$ cat src/rtl/multicycle_control_32_pkg.sv
// Shared definitions for the multi-cycle MIPS main controller:
// opcode constants, ALUOp / ALUSrcB / PCSource encodings, FSM state
// encodings and the packed control word produced by the output decoder.
package multicycle_control_32_pkg;

  // Instruction opcodes (IR[31:26])
  localparam logic [5:0] OP_RTYPE = 6'b000000;
  localparam logic [5:0] OP_LW    = 6'b100011;
  localparam logic [5:0] OP_SW    = 6'b101011;
  localparam logic [5:0] OP_BEQ   = 6'b000100;
  localparam logic [5:0] OP_BNE   = 6'b000101;
  localparam logic [5:0] OP_ADDI  = 6'b001000;
  localparam logic [5:0] OP_J     = 6'b000010;

  // ALUOp to the ALU control block
  localparam logic [1:0] ALUOP_ADD   = 2'b00;
  localparam logic [1:0] ALUOP_SUB   = 2'b01;
  localparam logic [1:0] ALUOP_FUNCT = 2'b10;

  // ALUSrcB select
  localparam logic [1:0] SRCB_B      = 2'b00;
  localparam logic [1:0] SRCB_FOUR   = 2'b01;
  localparam logic [1:0] SRCB_IMM    = 2'b10;
  localparam logic [1:0] SRCB_IMM_SH = 2'b11;

  // PCSource select
  localparam logic [1:0] PCSRC_ALU    = 2'b00;
  localparam logic [1:0] PCSRC_ALUOUT = 2'b01;
  localparam logic [1:0] PCSRC_JUMP   = 2'b10;

  // FSM state encodings; 14 and 15 are unused and recover to IDLE
  localparam logic [3:0] S_IDLE   = 4'd0;
  localparam logic [3:0] S_FETCH  = 4'd1;
  localparam logic [3:0] S_DECODE = 4'd2;
  localparam logic [3:0] S_MEMADR = 4'd3;
  localparam logic [3:0] S_MEMRD  = 4'd4;
  localparam logic [3:0] S_MEMWB  = 4'd5;
  localparam logic [3:0] S_MEMWR  = 4'd6;
  localparam logic [3:0] S_EXEC   = 4'd7;
  localparam logic [3:0] S_ALUWB  = 4'd8;
  localparam logic [3:0] S_ADDIEX = 4'd9;
  localparam logic [3:0] S_ADDIWB = 4'd10;
  localparam logic [3:0] S_BEQ    = 4'd11;
  localparam logic [3:0] S_JUMP   = 4'd12;
  localparam logic [3:0] S_TRAP   = 4'd13;

  typedef struct packed {
    logic       pc_write;
    logic       pc_write_cond;
    logic       branch_ne;
    logic       i_or_d;
    logic       mem_read;
    logic       mem_write;
    logic       ir_write;
    logic       mem_to_reg;
    logic       reg_dst;
    logic       reg_write;
    logic       alu_src_a;
    logic [1:0] alu_src_b;
    logic [1:0] alu_op;
    logic [1:0] pc_source;
    logic       illegal;
  } ctrl_t;

endpackage

$ cat src/rtl/multicycle_control_32_outdec.sv
// multicycle_ctrl_outdec: combinational state-to-control-word decoder.
// Ports:
//   state   - current FSM state
//   mem_rdy - effective memory-ready (gates IRWrite/PCWrite in FETCH)
//   is_bne  - current opcode is BNE (selects inverted zero test in BEQ)
//   ctrl    - decoded datapath control word
module multicycle_ctrl_outdec
  import multicycle_control_32_pkg::*;
(
  input  logic [3:0] state,
  input  logic       mem_rdy,
  input  logic       is_bne,
  output ctrl_t      ctrl
);

  always_comb begin
    ctrl = '0;
    case (state)
      S_FETCH: begin
        ctrl.mem_read  = 1'b1;
        ctrl.alu_src_b = SRCB_FOUR;
        ctrl.alu_op    = ALUOP_ADD;
        ctrl.pc_source = PCSRC_ALU;
        // IR and PC+4 only commit once the instruction word is actually there
        ctrl.ir_write  = mem_rdy;
        ctrl.pc_write  = mem_rdy;
      end
      S_DECODE: begin
        ctrl.alu_src_b = SRCB_IMM_SH;
        ctrl.alu_op    = ALUOP_ADD;
      end
      S_MEMADR, S_ADDIEX: begin
        ctrl.alu_src_a = 1'b1;
        ctrl.alu_src_b = SRCB_IMM;
        ctrl.alu_op    = ALUOP_ADD;
      end
      S_MEMRD: begin
        ctrl.mem_read = 1'b1;
        ctrl.i_or_d   = 1'b1;
      end
      S_MEMWB: begin
        ctrl.reg_write  = 1'b1;
        ctrl.mem_to_reg = 1'b1;
      end
      S_MEMWR: begin
        ctrl.mem_write = 1'b1;
        ctrl.i_or_d    = 1'b1;
      end
      S_EXEC: begin
        ctrl.alu_src_a = 1'b1;
        ctrl.alu_src_b = SRCB_B;
        ctrl.alu_op    = ALUOP_FUNCT;
      end
      S_ALUWB: begin
        ctrl.reg_write = 1'b1;
        ctrl.reg_dst   = 1'b1;
      end
      S_ADDIWB: begin
        ctrl.reg_write = 1'b1;
      end
      S_BEQ: begin
        ctrl.alu_src_a     = 1'b1;
        ctrl.alu_src_b     = SRCB_B;
        ctrl.alu_op        = ALUOP_SUB;
        ctrl.pc_write_cond = 1'b1;
        ctrl.pc_source     = PCSRC_ALUOUT;
        ctrl.branch_ne     = is_bne;
      end
      S_JUMP: begin
        ctrl.pc_write  = 1'b1;
        ctrl.pc_source = PCSRC_JUMP;
      end
      S_TRAP: begin
        ctrl.illegal = 1'b1;
      end
      default: ctrl = '0;
    endcase
  end

endmodule

$ cat src/rtl/multicycle_control_32.sv
// multicycle_control_32: Moore-style main controller for a multi-cycle MIPS
// datapath. Holds the state register, next-state logic and the retired
// instruction counter; control outputs come from multicycle_ctrl_outdec.
// Ports:
//   clk, rst_n        - clock (rising edge), async active-low reset
//   opcode, mem_ready - IR opcode field, memory access completion
//   PCWrite..PCSource - datapath enables and mux selects
//   illegal_op        - sticky trap flag (set while in TRAP)
//   retired           - completed-instruction count, wraps
//   state             - current FSM state for debug
module multicycle_control_32
  import multicycle_control_32_pkg::*;
#(
  parameter int OPCODE_W = 6,
  parameter int ALUOP_W  = 2,
  parameter int EXT_OPS  = 1,
  parameter int MEM_WAIT = 1,
  parameter int CNT_W    = 32
) (
  input  logic                clk,
  input  logic                rst_n,
  input  logic [OPCODE_W-1:0] opcode,
  input  logic                mem_ready,
  output logic                PCWrite,
  output logic                PCWriteCond,
  output logic                BranchNe,
  output logic                IorD,
  output logic                MemRead,
  output logic                MemWrite,
  output logic                IRWrite,
  output logic                MemtoReg,
  output logic                RegDst,
  output logic                RegWrite,
  output logic                ALUSrcA,
  output logic [1:0]          ALUSrcB,
  output logic [ALUOP_W-1:0]  ALUOp,
  output logic [1:0]          PCSource,
  output logic                illegal_op,
  output logic [CNT_W-1:0]    retired,
  output logic [3:0]          state
);

  localparam logic [OPCODE_W-1:0] OPC_RTYPE = OPCODE_W'(OP_RTYPE);
  localparam logic [OPCODE_W-1:0] OPC_LW    = OPCODE_W'(OP_LW);
  localparam logic [OPCODE_W-1:0] OPC_SW    = OPCODE_W'(OP_SW);
  localparam logic [OPCODE_W-1:0] OPC_BEQ   = OPCODE_W'(OP_BEQ);
  localparam logic [OPCODE_W-1:0] OPC_BNE   = OPCODE_W'(OP_BNE);
  localparam logic [OPCODE_W-1:0] OPC_ADDI  = OPCODE_W'(OP_ADDI);
  localparam logic [OPCODE_W-1:0] OPC_J     = OPCODE_W'(OP_J);

  logic             ext_ok;
  logic             rdy;
  logic             is_bne;
  logic             retire;
  logic [3:0]       state_q;
  logic [3:0]       state_d;
  logic [CNT_W-1:0] retired_q;
  ctrl_t            ctrl;

  assign ext_ok = (EXT_OPS != 0);
  assign rdy    = (MEM_WAIT != 0) ? mem_ready : 1'b1;
  assign is_bne = (opcode == OPC_BNE);

  always_comb begin
    state_d = S_IDLE;
    case (state_q)
      S_IDLE:   state_d = S_FETCH;
      S_FETCH:  state_d = rdy ? S_DECODE : S_FETCH;
      S_DECODE: begin
        if (opcode == OPC_LW || opcode == OPC_SW) state_d = S_MEMADR;
        else if (opcode == OPC_RTYPE)             state_d = S_EXEC;
        else if (opcode == OPC_BEQ)               state_d = S_BEQ;
        else if (ext_ok && opcode == OPC_BNE)     state_d = S_BEQ;
        else if (ext_ok && opcode == OPC_ADDI)    state_d = S_ADDIEX;
        else if (opcode == OPC_J)                 state_d = S_JUMP;
        else                                      state_d = S_TRAP;
      end
      S_MEMADR: state_d = (opcode == OPC_LW) ? S_MEMRD : S_MEMWR;
      S_MEMRD:  state_d = rdy ? S_MEMWB : S_MEMRD;
      S_MEMWR:  state_d = rdy ? S_FETCH : S_MEMWR;
      S_EXEC:   state_d = S_ALUWB;
      S_ADDIEX: state_d = S_ADDIWB;
      S_MEMWB, S_ALUWB, S_ADDIWB, S_BEQ, S_JUMP: state_d = S_FETCH;
      S_TRAP:   state_d = S_TRAP;
      default:  state_d = S_IDLE;
    endcase
  end

  // A store retires on its completing cycle; all other final states retire
  // unconditionally on the edge that leaves them.
  assign retire = (state_q inside {S_MEMWB, S_ALUWB, S_ADDIWB, S_BEQ, S_JUMP}) ||
                  (state_q == S_MEMWR && rdy);

  always_ff @(posedge clk or negedge rst_n) begin
    if (!rst_n) begin
      state_q   <= S_IDLE;
      retired_q <= '0;
    end else begin
      state_q <= state_d;
      if (retire) retired_q <= retired_q + CNT_W'(1);
    end
  end

  multicycle_ctrl_outdec u_outdec (
    .state   (state_q),
    .mem_rdy (rdy),
    .is_bne  (is_bne),
    .ctrl    (ctrl)
  );

  assign PCWrite     = ctrl.pc_write;
  assign PCWriteCond = ctrl.pc_write_cond;
  assign BranchNe    = ctrl.branch_ne;
  assign IorD        = ctrl.i_or_d;
  assign MemRead     = ctrl.mem_read;
  assign MemWrite    = ctrl.mem_write;
  assign IRWrite     = ctrl.ir_write;
  assign MemtoReg    = ctrl.mem_to_reg;
  assign RegDst      = ctrl.reg_dst;
  assign RegWrite    = ctrl.reg_write;
  assign ALUSrcA     = ctrl.alu_src_a;
  assign ALUSrcB     = ctrl.alu_src_b;
  assign ALUOp       = ALUOP_W'(ctrl.alu_op);
  assign PCSource    = ctrl.pc_source;
  assign illegal_op  = ctrl.illegal;
  assign retired     = retired_q;
  assign state       = state_q;

endmodule

$ cat config.mk
export PLATFORM = sky130hd
export DESIGN_NAME = multicycle_control_32
export DESIGN_NICKNAME = d
export VERILOG_FILES = /design/src/rtl/multicycle_control_32_pkg.sv /design/src/rtl/multicycle_control_32_outdec.sv /design/src/rtl/multicycle_control_32.sv
export SDC_FILE = /design/constraint.sdc
export NUM_CORES = 1
export LEC_CHECK = 0
export ABC_AREA = 1
export BUFFER_PORTS_ARGS = -buffer_cell sky130_fd_sc_hd__buf_4
export CAP_MARGIN = 20
export CORE_ASPECT_RATIO = 0.75
export CORE_MARGIN = 8
export CORE_UTILIZATION = 54
export DETAILED_ROUTE_END_ITERATION = 8
export PLACE_DENSITY = 0.81
export REMOVE_ABC_BUFFERS = 1
export SETUP_SLACK_MARGIN = 0.5
export SYNTH_ARGS = -nofsm -noshare
export SYNTH_HDL_FRONTEND = slang
export SYNTH_SLANG_ARGS = --single-unit
$ cat constraint.sdc
create_clock -name clk -period 2.1 [get_ports clk]
set_clock_uncertainty 0.15 [all_clocks]
set_input_delay 0.63 -clock clk [delete_from_list [all_inputs] [get_ports clk]]
set_output_delay 0.63 -clock clk [all_outputs]
set_load 0.01 [all_outputs]
==> results_tabular.tex, run 1 <==
\begin{tabular}{lr}
\hline
Metric & Value \\
\hline
\multicolumn{2}{l}{\textbf{Yosys}} \\
Part of the Yosys area used for sequential elements & 0.357 \\
Compound-gate portion of the synthesized area & 0.0367 \\
Synth Instances & 403 \\
Post-synth EDFFs & 0 \\
Main combinational cell family by area after synthesis & simple AND/OR/NAND/NOR gates \\
Primary flip-flop cell chosen by synthesis mapping & sky130\_fd\_sc\_hd\_\_dfrtp\_1 \\
Area contributors post-synth & sky130\_fd\_sc\_hd\_\_dfrtp\_1, sky130\_fd\_sc\_hd\_\_nand2\_1, sky130\_fd\_sc\_hd\_\_nor2\_1, sky130\_fd\_sc\_hd\_\_inv\_1, sky130\_fd\_sc\_hd\_\_nand3\_1 \\
Fraction of the mapped netlist area in adder cells & 0.00497 \\
Per-instance average area after synthesis & 6.25 sq um \\
Fraction of registers with async set/reset & 1.00 \\
Flops \& latches, synth & 36 \\
Xor and xnor area share after synthesis & 0.0382 \\
Unique cell type count in the Yosys netlist & 24 \\
Yosys top cell by area & sky130\_fd\_sc\_hd\_\_dfrtp\_1 \\
Fraction of post-synthesis cell area in the top cell type by area & 0.357 \\
Yosys warns & 0 \\
Leading cell type by number of instances after synthesis & sky130\_fd\_sc\_hd\_\_nand2\_1 \\
Commonest cells in the synthesized netlist & sky130\_fd\_sc\_hd\_\_nand2\_1, sky130\_fd\_sc\_hd\_\_nor2\_1, sky130\_fd\_sc\_hd\_\_inv\_1 \\
Post-synthesis share of cell area spent on and, or, nand and nor gates & 0.473 \\
Multiplexer fraction of the synthesized cell area & 0 \\
Post-synthesis cell area & 2520 sq um \\
\multicolumn{2}{l}{\textbf{STA}} \\
Type of pin the worst path ends at & primary output \\
GRT worst endpoint & BranchNe \\
\multicolumn{2}{l}{\textbf{Die}} \\
Die extent in y & 75.2 microns \\
Number of primary I/O pins & 63 \\
Effective utilization at floorplan & 0.564 \\
Number of standard-cell rows in the floorplan & 21 \\
Die boundary width & 94.9 microns \\
\multicolumn{2}{l}{\textbf{Placed design}} \\
Post-placement cell area & 3040 sq um \\
HPWL after DPL & 5.46 mm \\
Final estimated routing congestion in global placement & 0.918 \\
Number of buffers inserted by port buffering & 62 \\
\multicolumn{2}{l}{\textbf{Clocking}} \\
Number of buffers created by CTS & 5 \\
Clock sink count & 36 \\
Clock Root Buffer & sky130\_fd\_sc\_hd\_\_clkbuf\_8 \\
Maximum level of the CTS H-tree & 2 \\
Maximum number of buffers from clock root to sink & 2 \\
\multicolumn{2}{l}{\textbf{Status}} \\
Status & did not finish \\
Tool error message & [ERROR DPL-0038] Utilization greater than 100\%, impossible to legalize \\
Last stage the flow got to & global routing \\
\multicolumn{2}{l}{\textbf{Global route}} \\
Maximum number of pins on one net before global-route repair & 37 \\
\hline
\end{tabular}
[metrics by stage]
stage / setup slack [ns] / instances
2_1_floorplan: -0.0227 / 396
3_3_place_gp: -0.0968 / 520
3_5_place_dp: -0.156 / 520
4_1_cts: -0.0321 / 563
[cell families after synthesis]
logic type      after synthesis
fa+ha+maj                     1
buf+inv                      50
xor+xnor                     11
flops                        36
compound gates               18
simple gates                287
[what timing repair did]
action / in CTS
pin swaps: 1
endpoints found under the setup margin: 86
gates resized for setup: 69
gates cloned: 0
hold buffers: 0
buffers inserted: 35
==> run 2: changes to the inputs <==
--- a/config.mk
+++ b/config.mk
@@ -8,13 +8,11 @@
 export ABC_AREA = 1
 export BUFFER_PORTS_ARGS = -buffer_cell sky130_fd_sc_hd__buf_4
 export CAP_MARGIN = 20
-export CORE_ASPECT_RATIO = 0.75
 export CORE_MARGIN = 8
-export CORE_UTILIZATION = 54
+export CORE_UTILIZATION = 40
 export DETAILED_ROUTE_END_ITERATION = 8
-export PLACE_DENSITY = 0.81
+export PLACE_DENSITY_LB_ADDON = 0.15
 export REMOVE_ABC_BUFFERS = 1
-export SETUP_SLACK_MARGIN = 0.5
 export SYNTH_ARGS = -nofsm -noshare
 export SYNTH_HDL_FRONTEND = slang
 export SYNTH_SLANG_ARGS = --single-unit
==> results_tabular.tex, run 2 <==
\begin{tabular}{lr}
\hline
Metric & Value \\
\hline
\multicolumn{2}{l}{\textbf{Yosys}} \\
Unique cell type count in the Yosys netlist & 24 (unchanged) \\
Yosys warns & 0 (unchanged) \\
Post-synth EDFFs & 0 (unchanged) \\
Yosys top cell by area & sky130\_fd\_sc\_hd\_\_dfrtp\_1 \\
Commonest cells in the synthesized netlist & sky130\_fd\_sc\_hd\_\_nand2\_1, sky130\_fd\_sc\_hd\_\_nor2\_1, sky130\_fd\_sc\_hd\_\_inv\_1 \\
Post-synthesis cell area & 2520 sq um (unchanged) \\
Fraction of registers with async set/reset & 1.00 (unchanged) \\
Primary flip-flop cell chosen by synthesis mapping & sky130\_fd\_sc\_hd\_\_dfrtp\_1 \\
Leading cell type by number of instances after synthesis & sky130\_fd\_sc\_hd\_\_nand2\_1 \\
Area contributors post-synth & sky130\_fd\_sc\_hd\_\_dfrtp\_1, sky130\_fd\_sc\_hd\_\_nand2\_1, sky130\_fd\_sc\_hd\_\_nor2\_1, sky130\_fd\_sc\_hd\_\_inv\_1, sky130\_fd\_sc\_hd\_\_nand3\_1 \\
Per-instance average area after synthesis & 6.25 sq um (unchanged) \\
Part of the Yosys area used for sequential elements & 0.357 (unchanged) \\
Fraction of post-synthesis cell area in the top cell type by area & 0.357 (unchanged) \\
Flops \& latches, synth & 36 (unchanged) \\
Synth Instances & 403 (unchanged) \\
\multicolumn{2}{l}{\textbf{Drt}} \\
Remaining antenna violation count & 0 \\
Via Count & 2774 \\
Number of optimization iterations in the first detailed-route pass & 4 \\
Violation count after the first detailed-route iteration & 116 \\
Mean number of vias per cell & 4.89 \\
Final wirelength & 7.70 mm \\
Routed wirelength normalized by instance count & 13.6 microns \\
Number of DRC violations after detailed routing & 0 \\
\multicolumn{2}{l}{\textbf{Worst setup path}} \\
Req. time, crit path & 1.32 ns \\
Launching point of the worst reg2reg path & state[1] \\
Worst reg-to-reg setup slack & 0.25 ns \\
Critical path launch point & state[3] \\
Type of element capturing the critical path & primary output \\
Kind of start point of the critical path & flip-flop \\
Timing endpoint of the critical path & ALUSrcB[1] \\
Type of the worst setup path & flip-flop to primary output \\
Number of cell instances on the worst register-to-register path & 8 \\
Data arrival time of the critical path & 1.40 ns \\
R2R Path End & retired[5] \\
Crit path max fanout & 6 \\
\multicolumn{2}{l}{\textbf{Global route}} \\
First-pass GRT wire length & 12.2 mm \\
Total GRT Usage & 0.168 \\
Number of global-route vias before repair & 2674 \\
Maximum number of pins on one net before global-route repair & 37 \\
Antenna violations before repair & 0 \\
Total global routing overflow & 0 \\
\multicolumn{2}{l}{\textbf{Final layout}} \\
Inserted Diodes & 0 \\
Number of fill cells in the layout & 636 \\
Largest register FFs & 32 \\
Area growth from synthesis to layout & 35.2\% \\
Most frequent cells in the layout & sky130\_fd\_sc\_hd\_\_nand2\_1, sky130\_fd\_sc\_hd\_\_buf\_4, sky130\_fd\_sc\_hd\_\_nor2\_1, sky130\_fd\_sc\_hd\_\_inv\_1, sky130\_fd\_sc\_hd\_\_dfrtp\_1 \\
Share of post-route cells with drive strength above 1 & 0.269 \\
Most common cell after layout, fill and taps aside & sky130\_fd\_sc\_hd\_\_nand2\_1 \\
Number of nets in the layout & 499 \\
\multicolumn{2}{l}{\textbf{STA}} \\
Worst-case hold slack & 0.139 ns \\
Number of pins with negative max-slew slack in the final report & 0 \\
Sum of negative setup slack & -0.197 ns \\
Number of failing setup endpoints in the final timing report & 7 \\
Tightest Pin Transition & 0.469 ns \\
Unrepaired setup endpoints after global routing & true \\
Share of the cycle needed by the critical path after routing & 1.04 \\
Min cycle time layout & 2.18 ns \\
Highest clock rate & 0.459 GHz \\
Number of endpoints with negative hold slack in the final report & 0 \\
Final worst setup slack & -0.0795 ns \\
Relative slew margins & 0.687 \\
\multicolumn{2}{l}{\textbf{Status}} \\
Status & finished with violations \\
Failing checks & negative setup slack \\
\multicolumn{2}{l}{\textbf{Clocking}} \\
Clock sink count & 36 (unchanged) \\
Clock Root Buffer & sky130\_fd\_sc\_hd\_\_clkbuf\_8 \\
Maximum number of buffers from clock root to sink & 2 (unchanged) \\
Clock-pin slew on the worst setup and hold paths & 0.08 ns \\
Worst-skew pair later-pin latency & 0.29 ns \\
Number of buffers created by CTS & 5 (unchanged) \\
TritonCTS clock tree & yes \\
CTS Hold Buffers Added & 0 (unchanged) \\
Maximum level of the CTS H-tree & 2 (unchanged) \\
\multicolumn{2}{l}{\textbf{Placed design}} \\
Final estimated routing congestion in global placement & 0.908 (-1.1\%) \\
Worst Setup Slack post-DPL & -0.130 ns (+0.0257 ns) \\
HPWL after DPL & 5.53 mm (+1.3\%) \\
Number of buffers inserted by port buffering & 62 (unchanged) \\
\multicolumn{2}{l}{\textbf{Power}} \\
Internal & 1590 uW \\
P\_leak & 0.00168 uW \\
Switching Share & 0.430 \\
Maximum VDD drop & 0.642 mV \\
PwrDens & 822 nW/um\^{}2 \\
Sequential power share & 0.325 \\
Comb pwr share & 0.490 \\
Portion of total power attributed to the clock network & 0.185 \\
Switching power & 1200 uW \\
\multicolumn{2}{l}{\textbf{Worst hold path}} \\
Hold Crit Class & primary input to async pin \\
\multicolumn{2}{l}{\textbf{Die}} \\
Std-Cell Core Area & 6200 sq um \\
Number of primary I/O pins & 63 (unchanged) \\
Effective utilization at floorplan & 0.406 (-0.158) \\
Die extent in y & 95.4 microns (+27\%) \\
Number of standard-cell rows in the floorplan & 29 (+38\%) \\
Full die area & 9100 sq um \\
Die boundary width & 95.4 microns (+0.52\%) \\
\multicolumn{2}{l}{\textbf{Run}} \\
Max cap viols & 0 \\
\hline
\end{tabular}
[run 2: cell counts after synthesis]
Identical to the previous run, type by type.
[run 2: worst min-delay path by stage]
stage,startpoint,to,slack [ns],cells past startpoint
after floorplan,rst_n,retired[0],0.18,0
after global placement,retired[0],retired[0],0.37,1
after detailed placement,retired[1],retired[1],0.38,2
after CTS,rst_n,retired[4],0.15,1
after global routing,rst_n,retired[4],0.17,1
final,rst_n,retired[10],0.14,1
[run 2: worst max-delay path, cell delays in order (launching register included)]
cell and delay, ns:
sky130_fd_sc_hd__dfrtp_2 0.48, sky130_fd_sc_hd__nor2_2 0.23, sky130_fd_sc_hd__inv_1 0.11, sky130_fd_sc_hd__o22ai_1 0.14, sky130_fd_sc_hd__buf_4 0.15
[run 2: timing repair]
item	4_1_cts	5_1_grt
pin swaps	1	3
endpoints found under the setup margin	9	13
buffers inserted	10	6
gates resized for setup	17	21
[run 2: power groups by stage]
stage	clock [uW]	sequential, uW	combinational [uW]
after floorplan	0	908	589
after global placement	0	894	1150
after detailed placement	0	896	1160
after CTS	538	891	1220
after global routing	561	925	1500
final	518	909	1370
[run 2: routing by layer]
metal | part of all wire | GRT usage
met5 | 0 | 0
met4 | 0.020 | 0.0589
met3 | 0.055 | 0.0354
met2 | 0.50 | 0.295
met1 | 0.42 | 0.198
[run 2: final cells by class]
type                    count  area, sq um  area share
clock buffers               6         82.6      0.0242
clock inverters             2         10.0     0.00294
inverters                  43          161      0.0474
multi-input cells         317         1490       0.436
flip-flops and latches     36          905       0.266
well taps                  77         96.3      0.0283
repair buffers             86          666       0.195
[run 2: metrics by stage]
| step | cell area, sq um | cells | util | total power (uW) |
|---|---|---|---|---|
| floorplan | 2450 | 396 | - | 1500 |
| global placement | 3090 | 543 | 0.498 | 2050 |
| detailed placement | 3090 | 543 | 0.498 | 2060 |
| CTS | 3300 | 561 | 0.532 | 2650 |
| global route | 3410 | 567 | 0.549 | 2980 |
| finish | 3410 | 567 | 0.549 | 2800 |
[run 2: kinds of logic (layout without fill, tap and decap cells)]
family,after synthesis,count (layout),share of synthesized area
fa+ha+maj,1,1,0.00496
compound gates,18,18,0.0367
flops,36,36,0.357
buf+inv,50,137,0.0899
simple gates,287,287,0.473
xor+xnor,11,11,0.0382
Note: power is estimated with default switching activity, not from simulation.
